==> config.mk <==
export PLATFORM = sky130hd
export DESIGN_NAME = fetch_sequencer
export DESIGN_NICKNAME = d
export VERILOG_FILES = /design/src/rtl/fetch_sequencer.sv
export SDC_FILE = /design/constraint.sdc
export NUM_CORES = 1
export LEC_CHECK = 0
export CAP_MARGIN = 20
export CORE_MARGIN = 1.5
export CORE_UTILIZATION = 43
export DETAILED_ROUTE_END_ITERATION = 16
export GPL_TIMING_DRIVEN = 0
export PLACE_DENSITY = 0.83
export SLEW_MARGIN = 25
export SYNTH_ARGS = -nofsm -noshare
export SYNTH_HDL_FRONTEND = slang
export SYNTH_SLANG_ARGS = --single-unit
==> constraint.sdc <==
create_clock -name clk -period 2.42 [get_ports clk]
set_clock_uncertainty 0.2 [all_clocks]
set_input_delay 0.363 -clock clk [delete_from_list [all_inputs] [get_ports clk]]
set_output_delay 0.363 -clock clk [all_outputs]
set_load 0.02 [all_outputs]
==> src/rtl/fetch_sequencer.sv <==
// Instruction fetch sequencer: walks a program ROM from RESET_PC and
// hands each word to an execute unit over a valid/ready handshake. The
// execute unit can redirect or halt the sequence on the accept cycle.
// The sequencer stops on a halt opcode or an out-of-range address.
module fetch_sequencer #(
  parameter int          ROM_DEPTH   = 16,
  parameter logic [15:0] RESET_PC    = 16'h0000,
  parameter logic [15:0] HALT_OPCODE = 16'hFFFF
) (
  input  logic        clk,
  input  logic        rst,
  input  logic        start,
  output logic [15:0] rom_addr,
  input  logic [15:0] rom_opcode,
  input  logic [15:0] rom_operand,
  output logic        instr_valid,
  input  logic        instr_ready,
  output logic [15:0] instr_opcode,
  output logic [15:0] instr_operand,
  output logic [15:0] instr_pc,
  input  logic        branch_valid,
  input  logic [15:0] branch_target,
  input  logic        halt_req,
  output logic        running,
  output logic        halted,
  output logic        addr_fault
);

  typedef enum logic [1:0] {
    IDLE   = 2'd0,
    FETCH  = 2'd1,
    ISSUE  = 2'd2,
    HALTED = 2'd3
  } state_t;

  // The depth is widened by one bit so a depth of 65536 still compares correctly.
  localparam logic [16:0] DEPTH_W = 17'(ROM_DEPTH);

  state_t      state_reg, state_next;
  logic [15:0] pc_reg, pc_next;
  logic [15:0] opcode_reg, opcode_next;
  logic [15:0] operand_reg, operand_next;
  logic [15:0] ipc_reg, ipc_next;
  logic        fault_reg, fault_next;

  logic accept;
  logic pc_out_of_range;

  assign accept          = (state_reg == ISSUE) && instr_ready;
  assign pc_out_of_range = ({1'b0, pc_reg} >= DEPTH_W);

  // State and datapath registers; reset overrides every other input.
  always_ff @(posedge clk) begin
    if (rst) begin
      state_reg   <= IDLE;
      pc_reg      <= RESET_PC;
      opcode_reg  <= 16'h0000;
      operand_reg <= 16'h0000;
      ipc_reg     <= 16'h0000;
      fault_reg   <= 1'b0;
    end else begin
      state_reg   <= state_next;
      pc_reg      <= pc_next;
      opcode_reg  <= opcode_next;
      operand_reg <= operand_next;
      ipc_reg     <= ipc_next;
      fault_reg   <= fault_next;
    end
  end

  // Next-state and datapath update; everything holds unless a state acts on it.
  always_comb begin
    state_next   = state_reg;
    pc_next      = pc_reg;
    opcode_next  = opcode_reg;
    operand_next = operand_reg;
    ipc_next     = ipc_reg;
    fault_next   = fault_reg;
    case (state_reg)
      IDLE: begin
        if (start) begin
          state_next = FETCH;
        end
      end
      FETCH: begin
        // The range check wins: data read beyond the program is meaningless.
        if (pc_out_of_range) begin
          state_next = HALTED;
          fault_next = 1'b1;
        end else if (rom_opcode == HALT_OPCODE) begin
          state_next = HALTED;
        end else begin
          opcode_next  = rom_opcode;
          operand_next = rom_operand;
          ipc_next     = pc_reg;
          pc_next      = pc_reg + 16'd1;
          state_next   = ISSUE;
        end
      end
      ISSUE: begin
        // Branch and halt requests only count when the instruction is taken.
        if (accept) begin
          if (halt_req) begin
            state_next = HALTED;
          end else if (branch_valid) begin
            pc_next    = branch_target;
            state_next = FETCH;
          end else begin
            state_next = FETCH;
          end
        end
      end
      HALTED: begin
        if (start) begin
          pc_next    = RESET_PC;
          fault_next = 1'b0;
          state_next = FETCH;
        end
      end
      default: begin
        state_next = IDLE;
      end
    endcase
  end

  assign rom_addr      = pc_reg;
  assign instr_valid   = (state_reg == ISSUE);
  assign instr_opcode  = opcode_reg;
  assign instr_operand = operand_reg;
  assign instr_pc      = ipc_reg;
  assign running       = (state_reg == FETCH) || (state_reg == ISSUE);
  assign halted        = (state_reg == HALTED);
  assign addr_fault    = fault_reg;

endmodule

==> results of run 1 <==
==> area by class of cell <==
type	instances	area (µm²)	area share
tap	96	120	0.0257
inverter	10	37.5	0.00802
multi-input combinational	211	1550	0.331
clock inverter	6	138	0.0294
sequential	67	1340	0.287
timing repair buffer	121	1210	0.259
clock buffer	10	128	0.0273
buffer	19	153	0.0326
==> per-stage QoR <==
step / instances / instance area [µm²]
floorplan: 307 / 3060
global placement: 524 / 4390
detailed placement: 524 / 4390
CTS: 540 / 4670
global route: 540 / 4680
finish: 540 / 4680
==> kinds of logic (layout without fill, tap and decap cells) <==
| logic type | after synthesis | count (layout) |
|---|---|---|
| AOI/OAI and AO/OA | 59 | 59 |
| xor gates and xnor gates | 9 | 9 |
| adders and majority gates | 7 | 7 |
| buffers and inverters | 29 | 166 |
| DFF | 67 | 67 |
| muxes | 37 | 37 |
| and+or+nand+nor | 99 | 99 |
==> worst min-delay path by stage <==
stage,end,cells past startpoint,slack [ps]
floorplan,state_reg[1]$_SDFFE_PP0P_,2,310
global placement,instr_pc[4]$_SDFFE_PP0P_,1,240
detailed placement,instr_pc[13]$_SDFFE_PP0P_,1,240
CTS,instr_pc[10]$_SDFFE_PP0P_,1,270
global route,instr_pc[5]$_SDFFE_PP0P_,1,280
finish,instr_pc[13]$_SDFFE_PP0P_,1,260
==> where the power goes <==
part	total (mW)	switching, mW	internal, mW
Combinational	2.19	1.15	1.03
Clock	1.23	0.435	0.793
Sequential	1.52	0.218	1.30
Total	4.93	1.80	3.13
==> critical path: cells and delay by family (launching register included) <==
family | cells | cell delay [ps]
buffers and inverters | 1 | 640
flip-flops | 1 | 430
adder cells (fa/ha/maj) | 1 | 340
==> layout by cell type, fill, tap and decap left out, types with 4 or more instances in the layout <==
master           Yosys  routed
a211oi_2            10      10
a21oi_1             16      16
a22oi_1             10      10
a311oi_1             4       4
and2_1              12      12
bufinv_16            0       4
clkbuf_1            10       8
clkbuf_2             1       4
clkbuf_8             0       9
clkdlybuf4s50_1      0     120
dfxtp_1             67      67
ha_1                 7       5
inv_1               10      10
mux2i_1             37      37
nand2_1              9       9
nand3_1              5       5
nand4_1              7       7
nor2_1              45      44
nor3_1               4       4
nor4_1               4       4
xor2_1               6       6
==> cells in the mapped netlist, types with 2 or more instances <==
library cell  count  share of area
a211oi_2         10          0.041
a31oi_1           3         0.0061
and2_1           12          0.025
nor4_2            3          0.012
dfxtp_1          67           0.44
ha_1              7          0.029
a211oi_1          2         0.0049
a21oi_1          16          0.026
nand4b_1          2         0.0057
o21ai_0           3         0.0049
nor4_1            4         0.0082
a311oi_1          4          0.011
nand4_1           7          0.014
clkbuf_1         10          0.012
nand3_1           5         0.0082
buf_6             3          0.011
inv_1            10          0.012
buf_12            3          0.020
nand2_1           9          0.011
o31ai_1           3         0.0074
xor2_1            6          0.017
xnor2_1           3         0.0086
nor2_1           45          0.055
mux2i_1          37           0.12
nor3_1            4         0.0065
a22oi_1          10          0.025
==> per-layer routing <==
metal	global-route usage	up-vias	share of wire
met4	0.0938	0	0.018
li1	-	1369	-
met1	0.279	1319	0.44
met3	0.0493	14	0.064
met5	0	-	0
met2	0.369	128	0.48
==> repair_timing <==
action | CTS | global route
setup endpoints to repair | 12 | 14
gates resized for setup | 3 | 6
hold endpoints to repair | 0 | 0
hold buffers | 0 | 0
==> results_dict.tcl, run 1 <==
set metrics [dict create \
    grt_pass1_wl_um 13400 \
    p_per_area_nw_per_um2 1050 \
    relSlewSlack 0.503 \
    rr_worst_depth 6 \
    core.rowCount 30 \
    avgViaCountPerCell 5.24 \
    yosysWarnings 0 \
    cts_max_path_buffers 2 \
    status "finished clean" \
    drt_iter0_drc 161 \
    setup_viol 0 \
    crit_start "state_reg[0]$_SDFFE_PP0P_" \
    setup_tns_ps 0 \
    fp.dieW_um 87.3 \
    h-tree-depth 3 \
    synth_xor_area_frac 0.0258 \
    grt_overflow 0 \
    ys_types 45 \
    rsz0062_at_grt "true" \
    slowest_delay_ps 640 \
    power_mw 4.93 \
    initial_utilization 0.447 \
    cts_tree "built" \
    clock_sinks 67 \
    synth_seq_area_share 0.439 \
    numCtsBuffers 9 \
    min_from "instr_pc[13]$_SDFFE_PP0P_" \
    area_delta_synth_final_pct 53.0 \
    irDropWorstVdd_uv 702 \
    grtUsageTotal 0.223 \
    drv_cap 0 \
    postSynthCellCount 307 \
    top_level_ports 122 \
    ys_ff_latch 67 \
    clock_latency_ps 330 \
    fillers 543 \
    synth_edf_count 0 \
    worst_slack_ps 124 \
    end_kind "output port" \
    drcViolationCount 0 \
    period_needed_ps 2300 \
    grt_max_degree 13 \
    critical_path.slowest_cell "clkdlybuf4s50_1" \
    antenna_found_initial 0 \
    async_reset_ff_frac 0 \
    ys.flop_type "dfxtp_1" \
    synth_top_family_by_area "simple AND/OR/NAND/NOR gates" \
    r2r-end "rom_addr[14]$_SDFFE_PP0P_" \
    fp.dieH_um 87.3 \
    timing_hold_violations_final 0 \
    antenna_left 0 \
    worstPathCellList "ha_2 -> clkdlybuf4s50_1" \
    post_cts_buffers 0 \
    die_area_um2 7620 \
    layout-drive-gt1-share 0.115 \
    routed-via-count 2830 \
    core_area_um2 6830 \
    worst-path-max-fanout 7 \
    hpwl_um 6120 \
    cp.arrival_ps 1730 \
    post-route-period-util 0.949 \
    postSynthAreaPerCell_um2 9.96 \
    grt_pass1_vias 2729 \
    critPathRequiredTime_ps 1860 \
    final_max_slew_viol_count 0 \
    path_class "reg2out" \
    num_antenna_cells 0 \
    synth_compound_area_frac 0.153 \
    routabilityCongestion 0.905 \
    synthAdderAreaFrac 0.0287 \
    nNetsFinal 500 \
    r2r_slack_ps 130 \
    synth_simple_gate_area_share 0.171 \
    r2r_start "rom_addr[0]$_SDFFE_PP0P_" \
    place_ws_ps -318 \
    hold_ws_ps 262 \
    wirelength_um 8340 \
    hold_path.class "reg2reg" \
    wl_per_cell_um 15.4 \
    synthMuxAreaShare 0.121 \
    syn_area_um2 3060 \
    cellLeakagePower_nw 1.67 \
    io_buffers 121 \
    syn_nets 368 \
    utilization 0.685 \
    max_freq_ghz 0.436 \
    cp-start-kind "register" \
    path_clk_slew_ps 80 \
    drtPass1Iterations 4 \
    worst_pin_slew_ps 746 \
    crit_path_end "halted" \
    cts_root_buffer "clkbuf_8" \
]
Note: power is estimated with default switching activity, not from simulation.
==> run 2: changes to the inputs <==
Settings changed: ABC_CLOCK_PERIOD_IN_PS from default to 2420.
==> results of run 2 <==
The final DEF is identical to that of run 1; final timing and power are the same.
